<file path="config.mk">
export PLATFORM = sky130hd
export DESIGN_NAME = seg_scan_driver_flat
export DESIGN_NICKNAME = d
export VERILOG_FILES = /design/src/rtl/seg_glyph_pkg.sv /design/src/rtl/seg_scan_driver_if.sv /design/src/rtl/seg_tick_gen.sv /design/src/rtl/seg_scan_driver.sv /design/src/flat_wrapper.sv
export SDC_FILE = /design/constraint.sdc
export NUM_CORES = 1
export LEC_CHECK = 0
export ABC_AREA = 1
export BUFFER_PORTS_ARGS = -buffer_cell sky130_fd_sc_hd__buf_2
export CELL_PAD_IN_SITES_DETAIL_PLACEMENT = 1
export CELL_PAD_IN_SITES_GLOBAL_PLACEMENT = 2
export CORE_MARGIN = 2
export CORE_UTILIZATION = 37
export DETAILED_ROUTE_END_ITERATION = 10
export PLACE_DENSITY = 0.83
export RECOVER_POWER = 25
export SETUP_SLACK_MARGIN = 0.1
export SLEW_MARGIN = 10
export SYNTH_ARGS = -nofsm -noshare
export SYNTH_HDL_FRONTEND = slang
export SYNTH_SLANG_ARGS = --single-unit
</file>
<file path="constraint.sdc">
create_clock -name clk -period 4.8 [get_ports clk]
set_input_delay 0.24 -clock clk [delete_from_list [all_inputs] [get_ports clk]]
set_output_delay 0.24 -clock clk [all_outputs]
set_load 0.1 [all_outputs]
</file>
<file path="src/rtl/seg_glyph_pkg.sv">
// Shared seven-segment glyph definitions, buffer entry type and hex decoder.
// Glyph bit order is {dot,a,b,c,d,e,f,g}, active-high.
package seg_glyph_pkg;

  localparam logic [7:0] GLYPH_BLANK = 8'h00;

  localparam logic [7:0] GLYPH_0 = 8'h7E;
  localparam logic [7:0] GLYPH_1 = 8'h30;
  localparam logic [7:0] GLYPH_2 = 8'h6D;
  localparam logic [7:0] GLYPH_3 = 8'h79;
  localparam logic [7:0] GLYPH_4 = 8'h33;
  localparam logic [7:0] GLYPH_5 = 8'h5B;
  localparam logic [7:0] GLYPH_6 = 8'h5F;
  localparam logic [7:0] GLYPH_7 = 8'h70;
  localparam logic [7:0] GLYPH_8 = 8'h7F;
  localparam logic [7:0] GLYPH_9 = 8'h7B;
  localparam logic [7:0] GLYPH_HEX_A = 8'h77;
  localparam logic [7:0] GLYPH_HEX_B = 8'h1F;
  localparam logic [7:0] GLYPH_HEX_C = 8'h4E;
  localparam logic [7:0] GLYPH_HEX_D = 8'h3D;
  localparam logic [7:0] GLYPH_HEX_E = 8'h4F;
  localparam logic [7:0] GLYPH_HEX_F = 8'h47;

  // Letters used by the mode/score/song text ("start", "ready", ...)
  localparam logic [7:0] GLYPH_S = 8'h5B;
  localparam logic [7:0] GLYPH_T = 8'h0F;
  localparam logic [7:0] GLYPH_A = 8'h7D;
  localparam logic [7:0] GLYPH_R = 8'h05;
  localparam logic [7:0] GLYPH_B = 8'h1F;
  localparam logic [7:0] GLYPH_D = 8'h3D;
  localparam logic [7:0] GLYPH_Y = 8'h3B;
  localparam logic [7:0] GLYPH_E = 8'h6F;

  localparam logic [1:0] SPEED_SLOW   = 2'd0;
  localparam logic [1:0] SPEED_NORMAL = 2'd1;
  localparam logic [1:0] SPEED_FAST   = 2'd2;
  localparam logic [1:0] SPEED_TURBO  = 2'd3;

  typedef struct packed {
    logic [7:0] glyph;
    logic       blink;
  } seg_entry_t;

  function automatic logic [7:0] hex_to_glyph(input logic [3:0] nib);
    logic [7:0] g;
    case (nib)
      4'h0:    g = GLYPH_0;
      4'h1:    g = GLYPH_1;
      4'h2:    g = GLYPH_2;
      4'h3:    g = GLYPH_3;
      4'h4:    g = GLYPH_4;
      4'h5:    g = GLYPH_5;
      4'h6:    g = GLYPH_6;
      4'h7:    g = GLYPH_7;
      4'h8:    g = GLYPH_8;
      4'h9:    g = GLYPH_9;
      4'hA:    g = GLYPH_HEX_A;
      4'hB:    g = GLYPH_HEX_B;
      4'hC:    g = GLYPH_HEX_C;
      4'hD:    g = GLYPH_HEX_D;
      4'hE:    g = GLYPH_HEX_E;
      default: g = GLYPH_HEX_F;
    endcase
    return g;
  endfunction

endpackage

</file>
<file path="src/rtl/seg_scan_driver_if.sv">
// Glyph-buffer write port shared by the mode/score/song controllers.
// Handshake: wr_en acts as valid with an implicit always-high ready; every cycle
// with wr_en=1 is one accepted write, and clear=1 in the same cycle drops it.
interface seg_scan_driver_if #(parameter int N_DIGITS = 8);
  localparam int AW = $clog2(N_DIGITS);

  logic          wr_en;
  logic [AW-1:0] wr_addr;
  logic          wr_hex;
  logic [7:0]    wr_data;
  logic          wr_blink;
  logic          clear;

  modport master (output wr_en, wr_addr, wr_hex, wr_data, wr_blink, clear);
  modport slave  (input  wr_en, wr_addr, wr_hex, wr_data, wr_blink, clear);
endinterface

</file>
<file path="src/rtl/seg_tick_gen.sv">
// Free-running divider: tick is high for one cycle every REFRESH_DIV clocks.
module seg_tick_gen #(
  parameter int REFRESH_DIV = 200000
) (
  input  logic clk,
  input  logic reset,
  output logic tick
);
  localparam int CW = (REFRESH_DIV > 1) ? $clog2(REFRESH_DIV) : 1;

  logic [CW-1:0] div_cnt;

  assign tick = (div_cnt == CW'(REFRESH_DIV - 1));

  always_ff @(posedge clk or posedge reset) begin
    if (reset)     div_cnt <= '0;
    else if (tick) div_cnt <= '0;
    else           div_cnt <= div_cnt + 1'b1;
  end
endmodule

</file>
<file path="src/rtl/seg_scan_driver.sv">
// Multiplexed seven-segment scan driver: glyph buffer with blink, circular
// scroll, registered segment/anode outputs and a frame-complete pulse.
module seg_scan_driver
  import seg_glyph_pkg::*;
#(
  parameter int N_DIGITS      = 8,
  parameter int REFRESH_DIV   = 200000,
  parameter int BLINK_FRAMES  = 32,
  parameter int SCROLL_FRAMES = 64
) (
  input  logic                clk,
  input  logic                reset,
  input  logic                enable,
  input  logic                scroll_en,
  seg_scan_driver_if.slave    wr,
  output logic [7:0]          seg_out,
  output logic [N_DIGITS-1:0] an_out,
  output logic                frame_done
);
  localparam int AW = $clog2(N_DIGITS);
  localparam logic [AW-1:0] LAST = AW'(N_DIGITS - 1);

  seg_entry_t    buffer [N_DIGITS];
  logic          tick, wrap, wr_ok;
  logic [AW-1:0] scan_idx, scroll_off, sel_idx;
  logic [AW:0]   idx_sum;
  logic          armed, blink_phase;
  logic [15:0]   blink_cnt, scroll_cnt;
  logic [7:0]    wr_glyph, sel_glyph;
  seg_entry_t    sel;

  seg_tick_gen #(.REFRESH_DIV(REFRESH_DIV)) u_tick (
    .clk   (clk),
    .reset (reset),
    .tick  (tick)
  );

  assign wrap     = tick && (scan_idx == LAST);
  assign wr_glyph = wr.wr_hex ? hex_to_glyph(wr.wr_data[3:0]) : wr.wr_data;
  assign wr_ok    = wr.wr_en && ({1'b0, wr.wr_addr} < (AW+1)'(N_DIGITS));

  always_ff @(posedge clk or posedge reset) begin
    if (reset) begin
      for (int i = 0; i < N_DIGITS; i++) buffer[i] <= '0;
    end else if (wr.clear) begin
      for (int i = 0; i < N_DIGITS; i++) buffer[i] <= '0;
    end else if (wr_ok) begin
      buffer[wr.wr_addr] <= '{glyph: wr_glyph, blink: wr.wr_blink};
    end
  end

  // armed keeps the anodes dark until the first tick has selected digit 0
  always_ff @(posedge clk or posedge reset) begin
    if (reset) begin
      scan_idx    <= LAST;
      armed       <= 1'b0;
      frame_done  <= 1'b0;
      blink_phase <= 1'b1;
      blink_cnt   <= '0;
      scroll_off  <= '0;
      scroll_cnt  <= '0;
    end else begin
      frame_done <= tick && (scan_idx == AW'(N_DIGITS - 2));
      if (tick) begin
        scan_idx <= wrap ? '0 : scan_idx + 1'b1;
        armed    <= 1'b1;
      end
      if (wrap) begin
        if (blink_cnt == 16'(BLINK_FRAMES - 1)) begin
          blink_cnt   <= '0;
          blink_phase <= ~blink_phase;
        end else begin
          blink_cnt <= blink_cnt + 16'd1;
        end
      end
      if (!scroll_en) begin
        scroll_off <= '0;
        scroll_cnt <= '0;
      end else if (wrap) begin
        if (scroll_cnt == 16'(SCROLL_FRAMES - 1)) begin
          scroll_cnt <= '0;
          scroll_off <= (scroll_off == LAST) ? '0 : scroll_off + 1'b1;
        end else begin
          scroll_cnt <= scroll_cnt + 16'd1;
        end
      end
    end
  end

  // Sum is one bit wider than the index so non-power-of-two depths wrap correctly
  always_comb begin
    idx_sum   = {1'b0, scan_idx} + {1'b0, scroll_off};
    sel_idx   = AW'((idx_sum >= (AW+1)'(N_DIGITS)) ? idx_sum - (AW+1)'(N_DIGITS) : idx_sum);
    sel       = buffer[sel_idx];
    sel_glyph = (sel.blink && !blink_phase) ? GLYPH_BLANK : sel.glyph;
  end

  always_ff @(posedge clk or posedge reset) begin
    if (reset) begin
      seg_out <= '0;
      an_out  <= '0;
    end else if (!enable || !armed) begin
      seg_out <= '0;
      an_out  <= '0;
    end else begin
      seg_out <= sel_glyph;
      an_out  <= N_DIGITS'(1) << scan_idx;
    end
  end
endmodule
</file>
<file path="src/flat_wrapper.sv">
// flat-port wrapper written by rule: the top's interface ports become plain ports
module seg_scan_driver_flat import seg_glyph_pkg::*;
#(
  parameter int N_DIGITS      = 8,
  parameter int REFRESH_DIV   = 200000,
  parameter int BLINK_FRAMES  = 32,
  parameter int SCROLL_FRAMES = 64
)
  (clk, reset, enable, scroll_en, seg_out, an_out, frame_done, wr_wr_en, wr_wr_addr, wr_wr_hex, wr_wr_data, wr_wr_blink, wr_clear);
  seg_scan_driver_if #(.N_DIGITS(N_DIGITS)) wr_i ();
  input  logic clk;
  input  logic reset;
  input  logic enable;
  input  logic scroll_en;
  output logic [7:0] seg_out;
  output logic [N_DIGITS-1:0] an_out;
  output logic frame_done;
  input wire logic [$bits(wr_i.wr_en)-1:0] wr_wr_en;
  input wire logic [$bits(wr_i.wr_addr)-1:0] wr_wr_addr;
  input wire logic [$bits(wr_i.wr_hex)-1:0] wr_wr_hex;
  input wire logic [$bits(wr_i.wr_data)-1:0] wr_wr_data;
  input wire logic [$bits(wr_i.wr_blink)-1:0] wr_wr_blink;
  input wire logic [$bits(wr_i.clear)-1:0] wr_clear;
  assign wr_i.wr_en = wr_wr_en;
  assign wr_i.wr_addr = wr_wr_addr;
  assign wr_i.wr_hex = wr_wr_hex;
  assign wr_i.wr_data = wr_wr_data;
  assign wr_i.wr_blink = wr_wr_blink;
  assign wr_i.clear = wr_clear;
  seg_scan_driver #(.N_DIGITS(N_DIGITS), .REFRESH_DIV(REFRESH_DIV), .BLINK_FRAMES(BLINK_FRAMES), .SCROLL_FRAMES(SCROLL_FRAMES)) u_core (.clk(clk), .reset(reset), .enable(enable), .scroll_en(scroll_en), .wr(wr_i), .seg_out(seg_out), .an_out(an_out), .frame_done(frame_done));
endmodule
</file>
* Yosys cells after proc, flatten, opt, wreduce, memory -nomap -nowiden
Memories as Yosys holds them, arrays and structs flattened.
Cells that the tools add are included.
Widths: inputs -> output; s select.
** Operators by class
- Add/sub/neg operators :: 7
- Multiply operators :: 0
- Divide/modulo/power cells :: 0
- Order comparisons :: 4
- Eq/ne operators :: 8
- Shift operators :: 1
- Mux-type cells :: 23
- Bitwise operators :: 3
- Reduce and logical (&&, ||, !) cells :: 11
** Operators by type and width (count)
- $mux 72 :: 2
- $bwmux 72 :: 1
- $mux 16 :: 4
- $add 16x1->16 const B :: 2
- $mux 8 :: 4
- $bmux 9 s3 :: 1
- $demux 9 s3 :: 1
- $mux 9 :: 3
- $add 18x1->18 const B :: 1
- $eq 18x18->1 const B :: 1
- $mux 18 :: 1
- $mux 3 :: 6
- $eq 16x5->1 const B :: 1
- $eq 16x6->1 const B :: 1
- $ge 4x4->1 const B :: 3
- $eq 3x3->1 const B :: 3
- $not 3->4 :: 2
- $shl 1x3->8 const A :: 1
- $add 3x1->3 const B :: 2
- $add 3x3->4 :: 1
- $logic_and 1x1->1 :: 4
- $lt 4x1->1 const B :: 1
- $ne 2x1->1 const B :: 2
- $reduce_and 2->1 :: 2
- other kinds (5) :: 7
** Word-level totals
- Register bits :: 147
- Latch bits :: 0
- Bits in writable memories :: 0
- Memory bits (read-only) :: 112
- Input port bits :: 19
- Output and inout port bits :: 17
- Word-level logic and storage cells :: 84
- Memories kept :: 1
** Memories
- (no name shown) :: words 16, bits a word 7, read ports 1, clocked after Yosys merged registers in 0, wr ports 0, line seg_glyph_pkg.sv:46 : case (nib)

* Logic depth before layout (Yosys ltp)
- Depth in word-level cells :: 10
- Depth in mapped cells :: 11
- Depth with buffers taken out :: 11

* By module
A second synthesis with hierarchy kept.
** Second synthesis, totals
- Cells, all modules :: 1004
- Area total of the unflattened synthesis :: 7739.9 um^2
** By module, submodules not included
- seg_scan_driver :: instances 1, cells each 876, area an instance 6722.7 um^2, seq. area each 3233.1 um^2
- seg_tick_gen :: instances 1, cells each 128, area an instance 1017.2 um^2, seq. area each 450.4 um^2

* Worst setup path before layout
OpenSTA, ideal clock, no wires.
- Path kind :: flip-flop to flip-flop
- From :: register u_core.scan_idx[0]
- To :: register u_core.seg_out[0]
- Setup time :: 127 ps
- Data arrival time :: 1902 ps
- Required time :: 4673 ps
- Setup slack :: 2771 ps
- Stages on the path, launching flop included :: 11
- Buffers on the path :: 1
- Clock period less this slack :: 2029 ps
- Cell sequence :: dfstp_2 -> ha_1 -> inv_1 -> fa_1 -> inv_2 -> clkbuf_1 -> nor2_1 -> o21ai_0 -> nand3_1 -> nand2_1 -> nor2_1
** Between the ends
- Longest elaborated chain between the ends :: 10
- Elaborated cells on any way between the ends :: 11
- Classes of those cells :: add/sub: 2; order compare: 1; mux: 6; bitwise: 1; reduce/logical: 1
** Ends and longest elaborated chain
- start, declared :: line seg_scan_driver.sv:25 : logic [AW-1:0] scan_idx, scroll_off, sel_idx;
- start signal, assigned :: line seg_scan_driver.sv:65 : scan_idx <= wrap ? '0 : scan_idx + 1'b1;
- $add 3x3->4 * :: line seg_scan_driver.sv:92 : idx_sum = {1'b0, scan_idx} + {1'b0, scroll_off};
- $ge 4x4->1 / $sub 3x1->3 (equally long branches) :: line seg_scan_driver.sv:93 : sel_idx = AW'((idx_sum >= (AW+1)'(N_DIGITS)) ? idx_sum - (AW+1)'(N_DIGITS) : idx_sum);
- $mux 3 * :: line seg_scan_driver.sv:93
- $not 3->4 (implied by the code) * :: line seg_scan_driver.sv:94 : sel = buffer[sel_idx];
- $bmux 9 s3 * :: line seg_scan_driver.sv:94
- $mux 9 (implied by the code) * (2 in series) :: line seg_scan_driver.sv:94
- $logic_and 1x1->1 :: line seg_scan_driver.sv:95 : sel_glyph = (sel.blink && !blink_phase) ? GLYPH_BLANK : sel.glyph;
- $mux 8 * :: line seg_scan_driver.sv:95
- $mux 8 * :: line seg_scan_driver.sv:102 : end else if (!enable || !armed) begin
- end signal, assigned :: line seg_scan_driver.sv:106 : seg_out <= sel_glyph;
- end, declared :: line seg_scan_driver.sv:16 : output logic [7:0] seg_out,
Mark *: on every way between the ends. The rest lies on a longest branch, timed or not. The select of a mux whose other input is x is not followed.
A chain may end at the register's enable or synchronous reset.

==> results_dict.tcl <==
set metrics [dict create \
    status "finished with violations" \
    violations "capacitance limit, slew limit" \
    worstPathRequired_ns 5.28 \
    grt_pass1_vias 7003 \
    synthesis.area_um2 7960 \
    coreArea_um2 21100 \
    vias 6734 \
    place_area_um2 8360 \
    yosys.area.top_type "dfrtp_1" \
    antenna_found_initial 0 \
    cts-htree-levels 4 \
    synth.net_count 1068 \
    slew_headroom_pct -86.1 \
    cts_sinks 147 \
    setup_tns_ns 0 \
    intPower_w 0.00216 \
    start_util_pct 37.7 \
    detail-route-antenna-nets 0 \
    clk_pin_slew_worst_paths_ns 0.06 \
    worstPathMaxFanout 61 \
    cts_tree "done" \
    portBuffers 35 \
    holdPathEnd "u_core.scroll_cnt[15]$_DFFE_PP0P_" \
    root_buffer "clkbuf_16" \
    min_path_cells 3 \
    std_cell_rows 53 \
    ys_warn_count 0 \
    clockPowerShare_pct 47.8 \
    via_per_inst 4.98 \
    areaGrowthSynthToFinish_pct 13.0 \
    clockBufferDepth 2 \
    critPathKind "in -> async" \
    first_pass_iters 4 \
    wl_per_cell_um 15.8 \
    skew_ns 0.00988 \
    cts_resized 0 \
    power.switching_w 0.000793 \
    tightest_slew_ns 2.78 \
    p_leak_nw 4.23 \
    period_share_pct 59.2 \
    synthDominantCellAreaShare_pct 45.0 \
    vdd_drop_max_v 0.000207 \
    wl_um 21400 \
    fin_crit_ns 2.84 \
    worstSetupStartpoint "reset" \
    dp_hpwl_um 15400 \
    final_common_cell "nand2_1" \
    final_nets 1103 \
    powerDensity_nw_per_um2 329 \
    power_frac_seq_pct 43.0 \
    cp-start-kind "input pin" \
    p_sw_share_pct 26.8 \
    yosysUniqueCellTypes 41 \
    ios 36 \
    drive_above_1_share_pct 11.1 \
    min_path_type "in -> reg" \
    worst_slack_ns 1.96 \
    grt_max_degree 62 \
    setup_violations 0 \
    hold_start "scroll_en" \
    final_hold_viol_count 0 \
    layout_common_cells "307 x nand2_1, 143 x dfrtp_1, 110 x nor2_1" \
    avgSynthCellArea_um2 7.72 \
    synthTopCellsByArea "dfrtp_1 45%, nand2_1 14%, nor2_1 5.2%" \
    fin_area_um2 8990 \
    drt_iter0_markers 287 \
    die_height_um 151 \
    grt_use_total_pct 20.2 \
    cap_violations 1 \
    grt.overflow.total 0 \
    die_area_um2 22700 \
    ys_seq_area_share_pct 46.3 \
    max_freq_mhz 352 \
    worstReg2RegEnd "u_core.seg_out[7]$_DFF_PP0_" \
    pwr-share-comb_pct 9.2 \
    antenna_cells 0 \
    reg2regPathDepth 10 \
    drc 0 \
    regToRegSetupSlack_ns 1.97 \
    netlist_instances 1030 \
    cts_buffers 17 \
    grt_pass1_wl_um 36100 \
    clk_latency_ns 0.43 \
    endpoint_kind "async pin" \
    finalMaxSlewViolations 62 \
    die_x_um 151 \
    pre_cts_slack_ns 2.00 \
    arrival_ns 3.32 \
    gp_congestion 0.790 \
    rsz0062_at_grt "no" \
    ys_ff_latch 147 \
    r2r_start "u_core.scan_idx[0]$_DFFE_PP1N_" \
]
power by group through the flow:
stage                     clock (W)  combinational (W)  sequential (W)
final                       0.00141           0.000271         0.00127
after global routing        0.00150           0.000311         0.00127
after CTS                   0.00144           0.000277         0.00127
after detailed placement          0           0.000275         0.00129
after global placement            0           0.000270         0.00129
after floorplan                   0           0.000194         0.00129
worst max-delay path by stage:
stage | slack, ns | cells past startpoint | end
2_1_floorplan | 0.62 | 1 | u_core.an_out[0]$_DFF_PP0_
3_3_place_gp | 2.04 | 10 | u_core.seg_out[7]$_DFF_PP0_
3_5_place_dp | 2.00 | 10 | u_core.seg_out[7]$_DFF_PP0_
4_1_cts | 1.99 | 10 | u_core.seg_out[7]$_DFF_PP0_
5_1_grt | 1.48 | 4 | u_core.u_tick.div_cnt[12]$_DFF_PP0_
6_report | 1.96 | 4 | u_core.u_tick.div_cnt[16]$_DFF_PP0_
worst max-delay path, cell delays in order:
cell	delay, ns
dlygate4sd3_1	0.53
buf_2	0.12
clkinvlp_2	1.56
buf_4	0.81
what timing repair did:
action,CTS,global route
hold buffers,1,0
setup buffers,0,0
hold endpoints to repair,59,0
state kept, by name (all words and copies together), names as in the netlist:
signal and count:
u_core.blink_cnt 16, u_core.armed 1, u_core.an_out 8, u_core.seg_out 8
u_core.frame_done 1, u_core.buffer 72, u_core.u_tick.div_cnt 18, u_core.blink_phase 1
u_core.scan_idx 3, u_core.scroll_off 3, u_core.scroll_cnt 16
synthesized netlist by cell type:
cell      number
o21bai_1       4
nor2_2         5
o211ai_1       9
inv_1         94
nand2_4        1
nor2_4         3
buf_4          2
nor3_2         3
nand3b_1       2
o22ai_1       15
nand3_4        2
nor3_1        19
fa_1           1
dfrtp_1      143
nor2_1       110
inv_6          1
buf_1          2
o21ai_2       10
a22oi_1        1
nor3b_1        1
nand2_1      307
clkinv_1       5
xor2_1        18
a21oi_1       28
o21ai_1        4
ha_1          18
buf_2          8
clkbuf_1       7
or2_2          2
nand2_2       10
inv_2          7
nand4_4        1
nand2_8        1
nand4_1       15
dfstp_2        4
a31oi_1        1
buf_6          5
xnor2_1        6
o21ai_0       75
nand2b_1       1
nand3_1       79
cell families (layout without fill, tap and decap cells):
group | Yosys count | in the layout | synth area share (%)
flops | 147 | 147 | 46.3
fa+ha+maj | 19 | 19 | 3.08
xor+xnor | 24 | 24 | 2.64
simple gates | 562 | 562 | 30.6
buf+inv | 131 | 179 | 6.94
compound gates | 147 | 147 | 10.4
metal layers:
| metal | global-route usage, % | vias up | share of wire, % |
|---|---|---|---|
| met5 | 0 | - | 0 |
| li1 | - | 3386 | - |
| met4 | 4.95 | 0 | 1.0 |
| met3 | 3.03 | 13 | 2.2 |
| met2 | 34.1 | 65 | 48 |
| met1 | 27.3 | 3270 | 48 |
stage by stage:
step           hold slack (ns)  cells  utilization, %  total power [W]
2_1_floorplan            0.435   1030               -          0.00148
3_3_place_gp             0.353   1320            39.7          0.00156
3_5_place_dp             0.359   1320            39.7          0.00157
4_1_cts                  0.168   1353            42.6          0.00299
5_1_grt                  0.181   1353            42.6          0.00308
6_report                 0.183   1353            42.6          0.00295
final cells by class:
type                            count  area (um2)
Tap cell                          275         344
Clock buffer                       17         425
Clock inverter                     15         194
Fill cell                        2638       12100
Timing Repair Buffer               40         213
Multi-Input combinational cell    752        3720
Sequential cell                   147        3680
Inverter                          107         408
Note: power is estimated with default switching activity, not from simulation.
